===== src/rtl/shacc_pkg.sv =====
// shacc_pkg: shared op encoding, saturation bounds and lane slicing for shacc_vec.
package shacc_pkg;
    typedef enum logic [1:0] {OP_LD, OP_ACC, OP_SHACC} op_e;
    function automatic longint smax(input int w);
        return (64'sd1 <<< (w - 1)) - 64'sd1;
    endfunction
    function automatic longint smin(input int w);
        return -(64'sd1 <<< (w - 1));
    endfunction
    function automatic int lane_lsb(input int k, input int width);
        return k * width;
    endfunction
endpackage


===== src/rtl/shacc_lane.sv =====
// shacc_lane: one shift-accumulator lane with sticky overflow, sat/wrap and output register.
module shacc_lane
    import shacc_pkg::*;
#(
    parameter int a   = 8,
    parameter int w   = 32,
    parameter int SAT = 0
) (
    input  logic         clk,
    input  logic         clr,
    input  logic         valid,
    input  op_e          op,
    input  logic         neg,
    input  logic         last,
    input  logic [a-1:0] data,
    output logic [w-1:0] odata,
    output logic         ovf
);
    localparam logic signed [w+1:0] MAX = (w+2)'(smax(w));
    localparam logic signed [w+1:0] MIN = (w+2)'(smin(w));
    logic [w-1:0] acc, nxt;
    logic signed [w+1:0] ext, t, base, raw;
    logic sticky, sticky_nxt, hi, lo;
    always_comb begin
        ext        = {{(w+2-a){data[a-1]}}, data};
        t          = neg ? -ext : ext;
        base       = op == OP_LD ? '0 : op == OP_SHACC ? {acc[w-1], acc, 1'b0} : {{2{acc[w-1]}}, acc};
        raw        = base + t;
        hi         = raw > MAX;
        lo         = raw < MIN;
        nxt        = (SAT != 0 && hi) ? MAX[w-1:0] : (SAT != 0 && lo) ? MIN[w-1:0] : raw[w-1:0];
        sticky_nxt = (op == OP_LD ? 1'b0 : sticky) | hi | lo;
    end
    always_ff @(posedge clk) begin
        if (clr) begin
            acc    <= '0;
            sticky <= 1'b0;
            odata  <= '0;
            ovf    <= 1'b0;
        end else if (valid) begin
            acc    <= nxt;
            sticky <= sticky_nxt;
            if (last) begin
                odata <= nxt;
                ovf   <= sticky_nxt;
            end
        end
    end
endmodule


===== src/rtl/shacc_vec.sv =====
// shacc_vec: N-lane signed shifter-accumulator for the bit-serial MVU datapath.
module shacc_vec
    import shacc_pkg::*;
#(
    parameter int N   = 4,
    parameter int a   = 8,
    parameter int w   = 32,
    parameter int SAT = 0
) (
    input  logic           clk,
    input  logic           clr,
    input  logic           i_valid,
    input  logic           i_ld,
    input  logic           i_sh,
    input  logic           i_neg,
    input  logic           i_last,
    input  logic [N*a-1:0] i_data,
    output logic           o_valid,
    output logic [N*w-1:0] o_data,
    output logic [N-1:0]   o_ovf
);
    op_e op;
    always_comb op = i_ld ? OP_LD : i_sh ? OP_SHACC : OP_ACC;
    for (genvar k = 0; k < N; k++) begin : g_lane
        shacc_lane #(.a(a), .w(w), .SAT(SAT)) u_lane (
            .clk   (clk),
            .clr   (clr),
            .valid (i_valid),
            .op    (op),
            .neg   (i_neg),
            .last  (i_last),
            .data  (i_data[lane_lsb(k, a) +: a]),
            .odata (o_data[lane_lsb(k, w) +: w]),
            .ovf   (o_ovf[k])
        );
    end
    always_ff @(posedge clk) o_valid <= clr ? 1'b0 : i_valid & i_last;
endmodule


===== config.mk =====
export PLATFORM = sky130hd
export DESIGN_NAME = shacc_vec
export DESIGN_NICKNAME = d
export VERILOG_FILES = /design/src/rtl/shacc_pkg.sv /design/src/rtl/shacc_lane.sv /design/src/rtl/shacc_vec.sv
export SDC_FILE = /design/constraint.sdc
export NUM_CORES = 1
export LEC_CHECK = 0
export ABC_AREA = 1
export BUFFER_PORTS_ARGS = -buffer_cell sky130_fd_sc_hd__buf_2
export CORE_MARGIN = 2
export CORE_UTILIZATION = 25
export DETAILED_ROUTE_END_ITERATION = 10
export PLACE_DENSITY_LB_ADDON = 0.1
export SYNTH_ARGS = -nofsm -noshare
export SYNTH_HDL_FRONTEND = slang
export SYNTH_SLANG_ARGS = --single-unit

===== constraint.sdc =====
create_clock -name clk -period 3.3 [get_ports clk]
set_input_delay 0.165 -clock clk [delete_from_list [all_inputs] [get_ports clk]]
set_output_delay 0.165 -clock clk [all_outputs]
set_load 0.1 [all_outputs]

== After elaboration in Yosys (flattened, before gate mapping) ==
Index checks and enable logic that the tools add are counted.

* Register bits: 265
* Bits of input ports: 39
* Output and inout port bits: 133
* Word-level logic and storage cells: 63

* $add $sub $neg: 8
* Magnitude comparators: 8
* Equality and inequality tests: 1
* Mux-type cells: 18
* Bitwise operators: 9
* Reductions and logical operators: 2

{| class="wikitable"
|+ Operators by type and width
! kind !! count
|-
| 34-bit two-way mux || 8
|-
| 34-bit adder || 4
|-
| 34-bit by 32-bit greater-than comparator with 1-bit output, second input constant || 4
|-
| 34-bit by 32-bit < comparator with 1-bit output, second input constant || 4
|-
| 8-bit negator with 34-bit output || 4
|-
| 32-bit two-way mux || 4
|-
| 1-bit bitwise OR || 8
|-
| 1-bit two-way mux || 4
|-
| 2-bit two-way mux || 2
|-
| 2-bit == test, second input constant || 1
|-
| 2-bit zero test || 1
|-
| 2-bit AND reduction || 1
|-
| 1-bit AND || 1
|}

== Longest topological paths before layout ==
Gate-level depths: netlist of run 1.

* Word-level depth: 9
* Gate-level depth with buffers: 28
* Mapped depth without buffers: 28

== Modules after synthesis ==
From an unflattened synthesis of run 1, not the netlist that was laid out.

* Cells, all modules: 3520
* Area, all modules: 21919.8 um2

{| class="wikitable"
|+ By module, submodules not included
! module !! times used !! cells each !! area each (um2) !! seq. area each (um2)
|-
| shacc_lane (g_lane[0].u_lane ...) || 2 || 876 || 5442.7 || 1321.3
|-
| shacc_lane (g_lane[3].u_lane) || 1 || 882 || 5511.5 || 1321.3
|-
| shacc_lane (g_lane[1].u_lane) || 1 || 880 || 5481.5 || 1321.3
|-
| shacc_vec || 1 || 6 || 41.3 || 20.0
|}

== Worst setup path after synthesis of run 1 ==
No wires, ideal clock.

* Path type: input-to-reg
* Start: input i_data[9]
* End: register g_lane[1].u_lane.acc[28]
* Setup time: 0.109 ns
* Arrival time: 2.976 ns
* Data required time: 3.191 ns
* Path slack: 0.215 ns
* Stages: 26
* Path buffers: 0
* Cells stage by stage: inv_1 ha_1 inv_1 nor3_1 nand2_1 nor2_1 inv_1 nor3_1 inv_1 ha_1 a21oi_1 ha_1 nand2_1 inv_1 nand2_1 nand2_1 a21oi_1 nand2_1 nand3_1 nand3_1 nand2_1 inv_1 o21bai_1 nand3_1 nand2_1 inv_1

* Word-level cells in the longest chain between the ends: 3

{| class="wikitable"
|+ RTL lines
! element !! RTL line !! RTL
|-
| from (decl) || shacc_vec.sv:17 || <nowiki>input logic [N*a-1:0] i_data,</nowiki>
|-
| 8-bit negator with 34-bit output || shacc_lane.sv:26 || <nowiki>t = neg ? -ext : ext;</nowiki>
|-
| 34-bit two-way mux (*) || shacc_lane.sv:26 ||
|-
| 34-bit adder (*) || shacc_lane.sv:28 || <nowiki>raw = base + t;</nowiki>
|-
| to (signal assigned) || shacc_lane.sv:41 || <nowiki>acc <= nxt;</nowiki>
|-
| to (decl) || shacc_lane.sv:21 || <nowiki>logic [w-1:0] acc, nxt;</nowiki>
|}

Every way passes the cells marked *; elsewhere a longest branch is shown, timed or not.
A chain may end at the register's enable or synchronous reset.

== Worst setup path after layout of run 1 ==
* Start: input i_data[8]
* End: register g_lane[1].u_lane.acc[13]

The elaborated chain is that of the path after synthesis.

==> results of run 1 <==
Yosys cell counts, types with 22 or more instances:
master and number:
xnor2_1 32, o22ai_1 125, nand2_2 22, clkbuf_1 88
nor3_1 22, inv_1 708, dfxtp_1 265, xor2_1 68
o211ai_1 40, nand3_1 157, a21oi_1 248, ha_1 168
nand2_1 839, nor2_1 417, o21ai_0 180
cells by family after synthesis:
kind of cell,count (synthesis),share of synthesized area
xor+xnor,100,0.04013
compound gates,667,0.1740
fa+ha+maj,172,0.09997
simple gates,1555,0.2954
buf+inv,847,0.1475
flops,265,0.2430
power groups by stage:
stage	Combinational, mW	Sequential (mW)	Clock [mW]
4_1_cts	5.93	3.65	4.59
3_3_place_gp	5.93	3.72	0
5_1_grt	6.48	3.68	4.71
6_report	5.88	3.65	4.40
3_5_place_dp	5.90	3.72	0
2_1_floorplan	2.75	4.61	0
final timing paths:
path	slack [ns]	to
setup reg to reg	0.63	g_lane[3].u_lane.acc[20]$_SDFFE_PP0P_
hold reg to reg	0.47	g_lane[3].u_lane.odata[1]$_SDFFE_PP0P_
setup / recovery	0.33	g_lane[1].u_lane.acc[13]$_SDFFE_PP0P_
hold / removal	0.06	o_valid$_SDFF_PP0_
critical path, cell delays in order:
cell     delay, ns
buf_2         0.11
inv_1         0.07
ha_1          0.16
inv_2         0.07
nor3_4        0.17
nand2_1       0.07
nor2_1        0.08
inv_1         0.06
nor3_1        0.13
buf_4         0.15
buf_4         0.10
inv_1         0.03
ha_1          0.26
a21oi_1       0.18
ha_1          0.29
nand2_1       0.11
inv_1         0.06
buf_4         0.13
a21oi_1       0.18
nand2_1       0.13
nand2_1       0.08
nand3_1       0.14
buf_4         0.19
xor2_1        0.15
o21ai_0       0.14
inv_1         0.05
cell usage in the layout (no fill, tap or decap), types with 10 or more instances in the layout:
cell,synthesis,layout
xor2_1,68,68
inv_1,708,705
nand3_1,157,155
dfxtp_1,265,265
nor3_1,22,21
clkbuf_16,0,40
xnor2_1,32,32
o21ai_1,12,12
nand2_1,839,834
o211ai_1,40,40
or2_1,10,10
nand2_2,22,25
ha_1,168,168
buf_2,17,169
o22ai_1,125,125
a21oi_2,7,10
a21o_1,17,17
buf_12,0,12
nand3_2,9,11
o21ai_0,180,180
nor2_1,417,414
nand3b_1,16,16
nand4_1,19,19
buf_4,5,459
o21bai_1,16,16
a21oi_1,248,245
nor2_2,20,23
sequential cells by signal (all words and copies together) (netlist names):
| name | flops |
|---|---|
| g_lane.u_lane.acc | 128 |
| g_lane.u_lane.odata | 128 |
| g_lane.u_lane.ovf | 4 |
| g_lane.u_lane.sticky | 4 |
| o_valid | 1 |
cell type report:
cell class                      count  area, um^2  area share
Inverter                          717        2704     0.09419
Sequential cell                   265        5305      0.1848
Timing Repair Buffer              642        4553      0.1586
Clock buffer                       53        1100     0.03831
Multi-Input combinational cell   2494       13370      0.4659
Clock inverter                     19       224.0    0.007802
Tap cell                         1155        1445     0.05034
metal layers:
layer  routed length (um)  vias up
met4                 1183        2
met3                 2841       68
met5                   10        -
met2                38760      291
li1                     -    12496
met1                43270    10375
through the flow:
stage          cell area, um^2  setup WS [ns]
6_report                 28710         0.3330
5_1_grt                  28710       0.001048
4_1_cts                  28650         0.2509
3_5_place_dp             27310        -0.3642
3_3_place_gp             27310        -0.3843
2_1_floorplan            21830         0.2151
timing repair:
action | 4_1_cts | 5_1_grt
resized for setup | 0 | 14
hold buffers | 1 | 0
buffers inserted | 0 | 1
endpoints found under the setup margin | 0 | 31
hold endpoints to repair | 2 | 0
==> run_results.csv, run 1 <==
group,metric,value,unit
run_status,status,"finished clean",
power,ir_drop,0.3532,mV
floorplan,rows,108,
setup_path,r2r_start,"g_lane[3].u_lane.acc[0]$_SDFFE_PP0P_",
hold_path,holdPathStages,3,
global_route,use_met1,0.2650,
logic_synthesis,postSynthCellCount,3606,
global_route,antenna_found_initial,1,
routing,drt_iter0_drc,1076,
placement,placed_cells,5271,
hold_path,hp-class,"in2reg",
floorplan,die_h,299.5,um
sta,hold_viol,0,
sta,fin_worst_skew,0.02639,ns
routing,vias,23232,
final_layout,syn_to_final_growth,31.51,%
logic_synthesis,synth_top_cell_by_area,"dfxtp_1",
power,internal_power,8.237,mW
logic_synthesis,yosysUniqueCellTypes,48,
clock_tree,cts_sinks,265,
routing,vias_per_cell,4.346,
logic_synthesis,synth-edff-count,0,
routing,wl,86060,um
setup_path,crit_required,3.79,ns
floorplan,design.die.area,0.08969,mm^2
clock_tree,htreeDepth,2,
logic_synthesis,synthFlopType,"dfxtp_1",
routing,drc,0,
logic_synthesis,yosysSeqAreaShare,0.2430,
global_route,gr-usage-met2,0.3104,
power,power_density,485.3,mW/mm^2
final_layout,final_core_util,0.3314,
sta,worst_slew_pin_slew,0.9063,ns
final_layout,antenna_cells,0,
logic_synthesis,synthTopCellsByArea,"dfxtp_1, nand2_1, inv_1",
power,p_switching,5.694,mW
sta,slew_violations,0,
final_layout,fin_cells,5345,
floorplan,io_pins,172,
sta,whs,0.05867,ns
final_layout,fillers,9751,
sta,fmax,337.0,MHz
power,clkPwrFrac,0.316,
final_layout,layout-drive-gt1-share,0.1938,
logic_synthesis,syn_avg_cell_area,6.053,um^2
sta,fin_crit_sh,0.8991,
logic_synthesis,async_flop_share,0,
floorplan,start_util,0.2520,
global_route,grt.busiest_layer,"met2",
global_route,grt_max_degree,99,
clock_tree,cts.path.max_buffers,3,
logic_synthesis,yosys_warnings,0,
clock_tree,cts_tree,"built",
power,finalPower,13.93,mW
setup_path,crit_type,"in2reg",
clock_tree,clock_latency,0.60,ns
logic_synthesis,synth_top_area_frac,0.2430,
sta,relSlewSlack,0.3958,
logic_synthesis,ys_ff_latch,265,
setup_path,rr_worst_depth,17,
clock_tree,clkTransAtPathRegs,0.06,ns
clock_tree,cts_made_buffers,39,
placement,io_buffers,171,
floorplan,die_w,299.5,um
sta,fin_crit,2.967,ns
global_route,grt_pass1_wl,132500,um
job,drv_cap,0,
global_route,grt_util_met3,0.02406,
logic_synthesis,syn-num-nets,3817,
setup_path,critPathMaxFanout,4,
global_route,grt_usage,0.1892,
global_route,overflow,0,
power,seqPwrFrac,0.262,
placement,hpwl,68210,um
routing,wl_per_cell,16.10,um
logic_synthesis,synthesis.area,0.02183,mm^2
power,switching_share,0.4087,
power,p_comb_frac,0.422,
sta,fin_setup_tns,0,ns
routing,antenna_left,0,
setup_path,end_kind,"register",
setup_path,crit_path_start_kind,"input pin",
final_layout,final_nets,4370,
power,power_leakage,16.28,nW
placement,gp_congestion,0.8589,
floorplan,core-area,0.08662,mm^2
clock_tree,cts_root_buffer,"clkbuf_16",
hold_path,hp-start,"clr",
setup_path,arrival,3.46,ns
setup_path,critical_path.startpoint,"i_data[8]",
global_route,grt_pass1_vias,22233,
sta,setup_violations,0,
routing,drtPass1Iterations,7,
sta,rsz0062_at_grt,"no",
Power figures use the tool's default switching activity.
==> run 2: changes to the inputs <==
--- a/config.mk
+++ b/config.mk
@@ -5,7 +5,6 @@
 export SDC_FILE = /design/constraint.sdc
 export NUM_CORES = 1
 export LEC_CHECK = 0
-export ABC_AREA = 1
 export BUFFER_PORTS_ARGS = -buffer_cell sky130_fd_sc_hd__buf_2
 export CORE_MARGIN = 2
 export CORE_UTILIZATION = 25
==> run_results.csv, run 2 <==
group,metric,value,unit
run_status,status,"finished, violations left",
run_status,violations,"negative setup slack",
logic_synthesis,yosysSeqAreaShare,0.2741,
logic_synthesis,synthesis.area,0.01936,mm^2
power,ir_drop,0.3511,mV
sta,setup_violations,13,
routing,drc,0,
logic_synthesis,ys_top_cells_by_count,"nand2_1, nor2_1, dfxtp_1",
sta,layout_setup_ws,-0.1780,ns
logic_synthesis,postSynthCellCount,2504,
routing,drtPass1Iterations,5,
global_route,grt_pass1_vias,19881,
setup_path,arrival,3.88,ns
floorplan,rows,102,
power,power_leakage,13.52,nW
sta,fmax,287.5,MHz
sta,slew_violations,0,
logic_synthesis,yosysUniqueCellTypes,68,
placement,io_buffers,171,
sta,whs,0.1021,ns
global_route,grt_pass1_wl,109200,um
logic_synthesis,synth_most_common_cell,"nand2_1",
sta,rsz0062_at_grt,"yes",
final_layout,mostFrequentLayoutCell,"buf_4",
logic_synthesis,ys_ff_latch,265,
setup_path,r2r_start,"g_lane[0].u_lane.acc[0]$_SDFFE_PP0P_",
sta,fin_setup_tns,-0.6949,ns
final_layout,final_nets,3346,
global_route,overflow,0,
routing,drt_iter0_drc,710,
job,drv_cap,0,
setup_path,critPathMaxFanout,5,
setup_path,crit_type,"in2reg",
sta,fin_crit,3.478,ns
global_route,antenna_found_initial,3,
routing,antenna_left,0,
placement,hpwl,52730,um
setup_path,cp_cell_sequence,"buf_6, or4_4, or3_4, ha_4, o21ai_4, ha_4, nor2b_4, or3_4, o211ai_1, a21oi_2, or4_1, a31oi_2, xnor2_1, mux2i_1, a311oi_1",
logic_synthesis,synthTopCellsByArea,"dfxtp_1, mux2i_1, ha_1",
logic_synthesis,async_flop_share,0,
hold_path,hp-start,"i_valid",
logic_synthesis,synth-edff-count,0,
hold_path,hp-class,"in2reg",
sta,fin_crit_sh,1.054,
power,power_density,468.6,mW/mm^2
logic_synthesis,syn-num-nets,2715,
logic_synthesis,synthFlopType,"dfxtp_1",
logic_synthesis,syn_avg_cell_area,7.730,um^2
power,finalPower,13.48,mW
clock_tree,clkTransAtPathRegs,0.06,ns
routing,vias_per_cell,4.664,
sta,fin_worst_skew,0.02134,ns
final_layout,final_cell_mix,"buf_4, nand2_1, nor2_1",
setup_path,cp_top_family,"simple AND/OR/NAND/NOR gates",
clock_tree,htreeDepth,2,
logic_synthesis,synth_top_area_frac,0.2741,
setup_path,crit_path_start_kind,"input pin",
setup_path,rr_worst_depth,13,
setup_path,cp_slowest_cell,"or4_4",
placement,gp_congestion,0.8712,
sta,relSlewSlack,0.4073,
sta,worst_slew_pin_slew,0.8857,ns
routing,wl_per_cell,16.64,um
final_layout,final_core_util,0.3732,
hold_path,worstHoldEndpoint,"g_lane[2].u_lane.acc[29]$_SDFFE_PP0P_",
routing,vias,19571,
setup_path,rrSetupSlack,-0.05,ns
clock_tree,cts_sinks,265,
floorplan,core-area,0.07708,mm^2
final_layout,reg_top3,"g_lane.u_lane.acc x128, g_lane.u_lane.odata x128",
final_layout,layout-drive-gt1-share,0.3463,
setup_path,crit_path_max_incr_delay,0.56,ns
setup_path,end_kind,"register",
setup_path,crit_buf_inv,1,
floorplan,io_pins,172,
logic_synthesis,synth_top_cell_by_area,"dfxtp_1",
hold_path,holdPathStages,3,
logic_synthesis,yosys_warnings,0,
clock_tree,cts_made_buffers,37,
clock_tree,cts.path.max_buffers,3,
global_route,grt_usage,0.1717,
sta,hold_viol,0,
routing,wl,69830,um
setup_path,rr_endpoint,"g_lane[0].u_lane.ovf$_SDFFE_PP0P_",
floorplan,die_w,282.3,um
global_route,grt_max_degree,103,
clock_tree,cts_tree,"built",
final_layout,antenna_cells,0,
floorplan,start_util,0.2511,
setup_path,crit_required,3.70,ns
floorplan,die_h,282.3,um
clock_tree,clock_latency,0.56,ns
floorplan,design.die.area,0.07967,mm^2
final_layout,syn_to_final_growth,48.62,%
clock_tree,cts_root_buffer,"clkbuf_16",
[run 2: metrics by stage]
stage	area, um^2	instances	worst slack [ns]
after floorplan	19810	2504	-0.5513
after global placement	25330	4086	-0.9584
after detailed placement	25330	4086	-1.060
after CTS	27380	4173	-0.2429
after global routing	28770	4196	-0.3073
final	28770	4196	-0.1780
[run 2: final cells by class]
class | count | area, um^2
repair buffers | 725 | 5309
fillers | 8126 | 48320
well taps | 1040 | 1301
inverters | 43 | 203.9
clock buffers | 46 | 1020
flip-flops and latches | 265 | 5305
clock inverters | 14 | 161.4
multi-input cells | 2063 | 15470
[run 2: kinds of logic after synthesis]
kind of cell,Yosys count,share of synthesized area
adder cells (fa/ha/maj),172,0.1127
XOR/XNOR,137,0.06199
multiplexers,237,0.1226
buffers and inverters,176,0.03536
flip-flops,265,0.2741
AND/OR/NAND/NOR,944,0.2084
AO/OA/AOI/OAI,573,0.1849
[run 2: how the worst max path moves through the flow]
stage	start	end	cells after the start
3_5_place_dp	i_data[4]	g_lane[0].u_lane.ovf$_SDFFE_PP0P_	16
3_3_place_gp	i_data[0]	g_lane[0].u_lane.ovf$_SDFFE_PP0P_	19
6_report	i_data[4]	g_lane[0].u_lane.ovf$_SDFFE_PP0P_	15
2_1_floorplan	i_data[4]	g_lane[0].u_lane.sticky$_SDFFE_PP0P_	14
4_1_cts	i_data[4]	g_lane[0].u_lane.ovf$_SDFFE_PP0P_	15
5_1_grt	i_data[1]	g_lane[0].u_lane.sticky$_SDFFE_PP0P_	17
[run 2: report_power, final]
part	total [mW]	internal [mW]	switching (mW)	leakage, nW
Combinational	5.68	2.30	3.38	10.8
Clock	4.03	2.41	1.62	0.582
Sequential	3.77	3.54	0.233	2.18
Total	13.5	8.25	5.23	13.5
[run 2: worst register-to-register path, cell delays in order, from the launching register on]
cell      delay, ns
dfxtp_1        0.31
and2_1         0.13
ha_1           0.20
fa_1           0.43
a211oi_2       0.26
o21ai_1        0.17
a21oi_2        0.30
nor4_4         0.07
o211ai_1       0.20
or4b_4         0.48
o211ai_1       0.16
or2_4          0.18
mux2i_1        0.08
a311oi_1       0.27
[run 2: repair_timing]
item	CTS	global route
setup buffers	27	29
hold endpoints to repair	5	0
hold buffers	1	0
endpoints found under the setup margin	63	112
pin swaps	73	167
gates resized for setup	126	233
[run 2: routing by layer]
| metal | global-route usage | share of wire |
|---|---|---|
| met1 | 0.2341 | 0.49 |
| met2 | 0.2806 | 0.45 |
| met3 | 0.02602 | 0.030 |
| met4 | 0.04708 | 0.025 |
| met5 | 0 | 0.00066 |
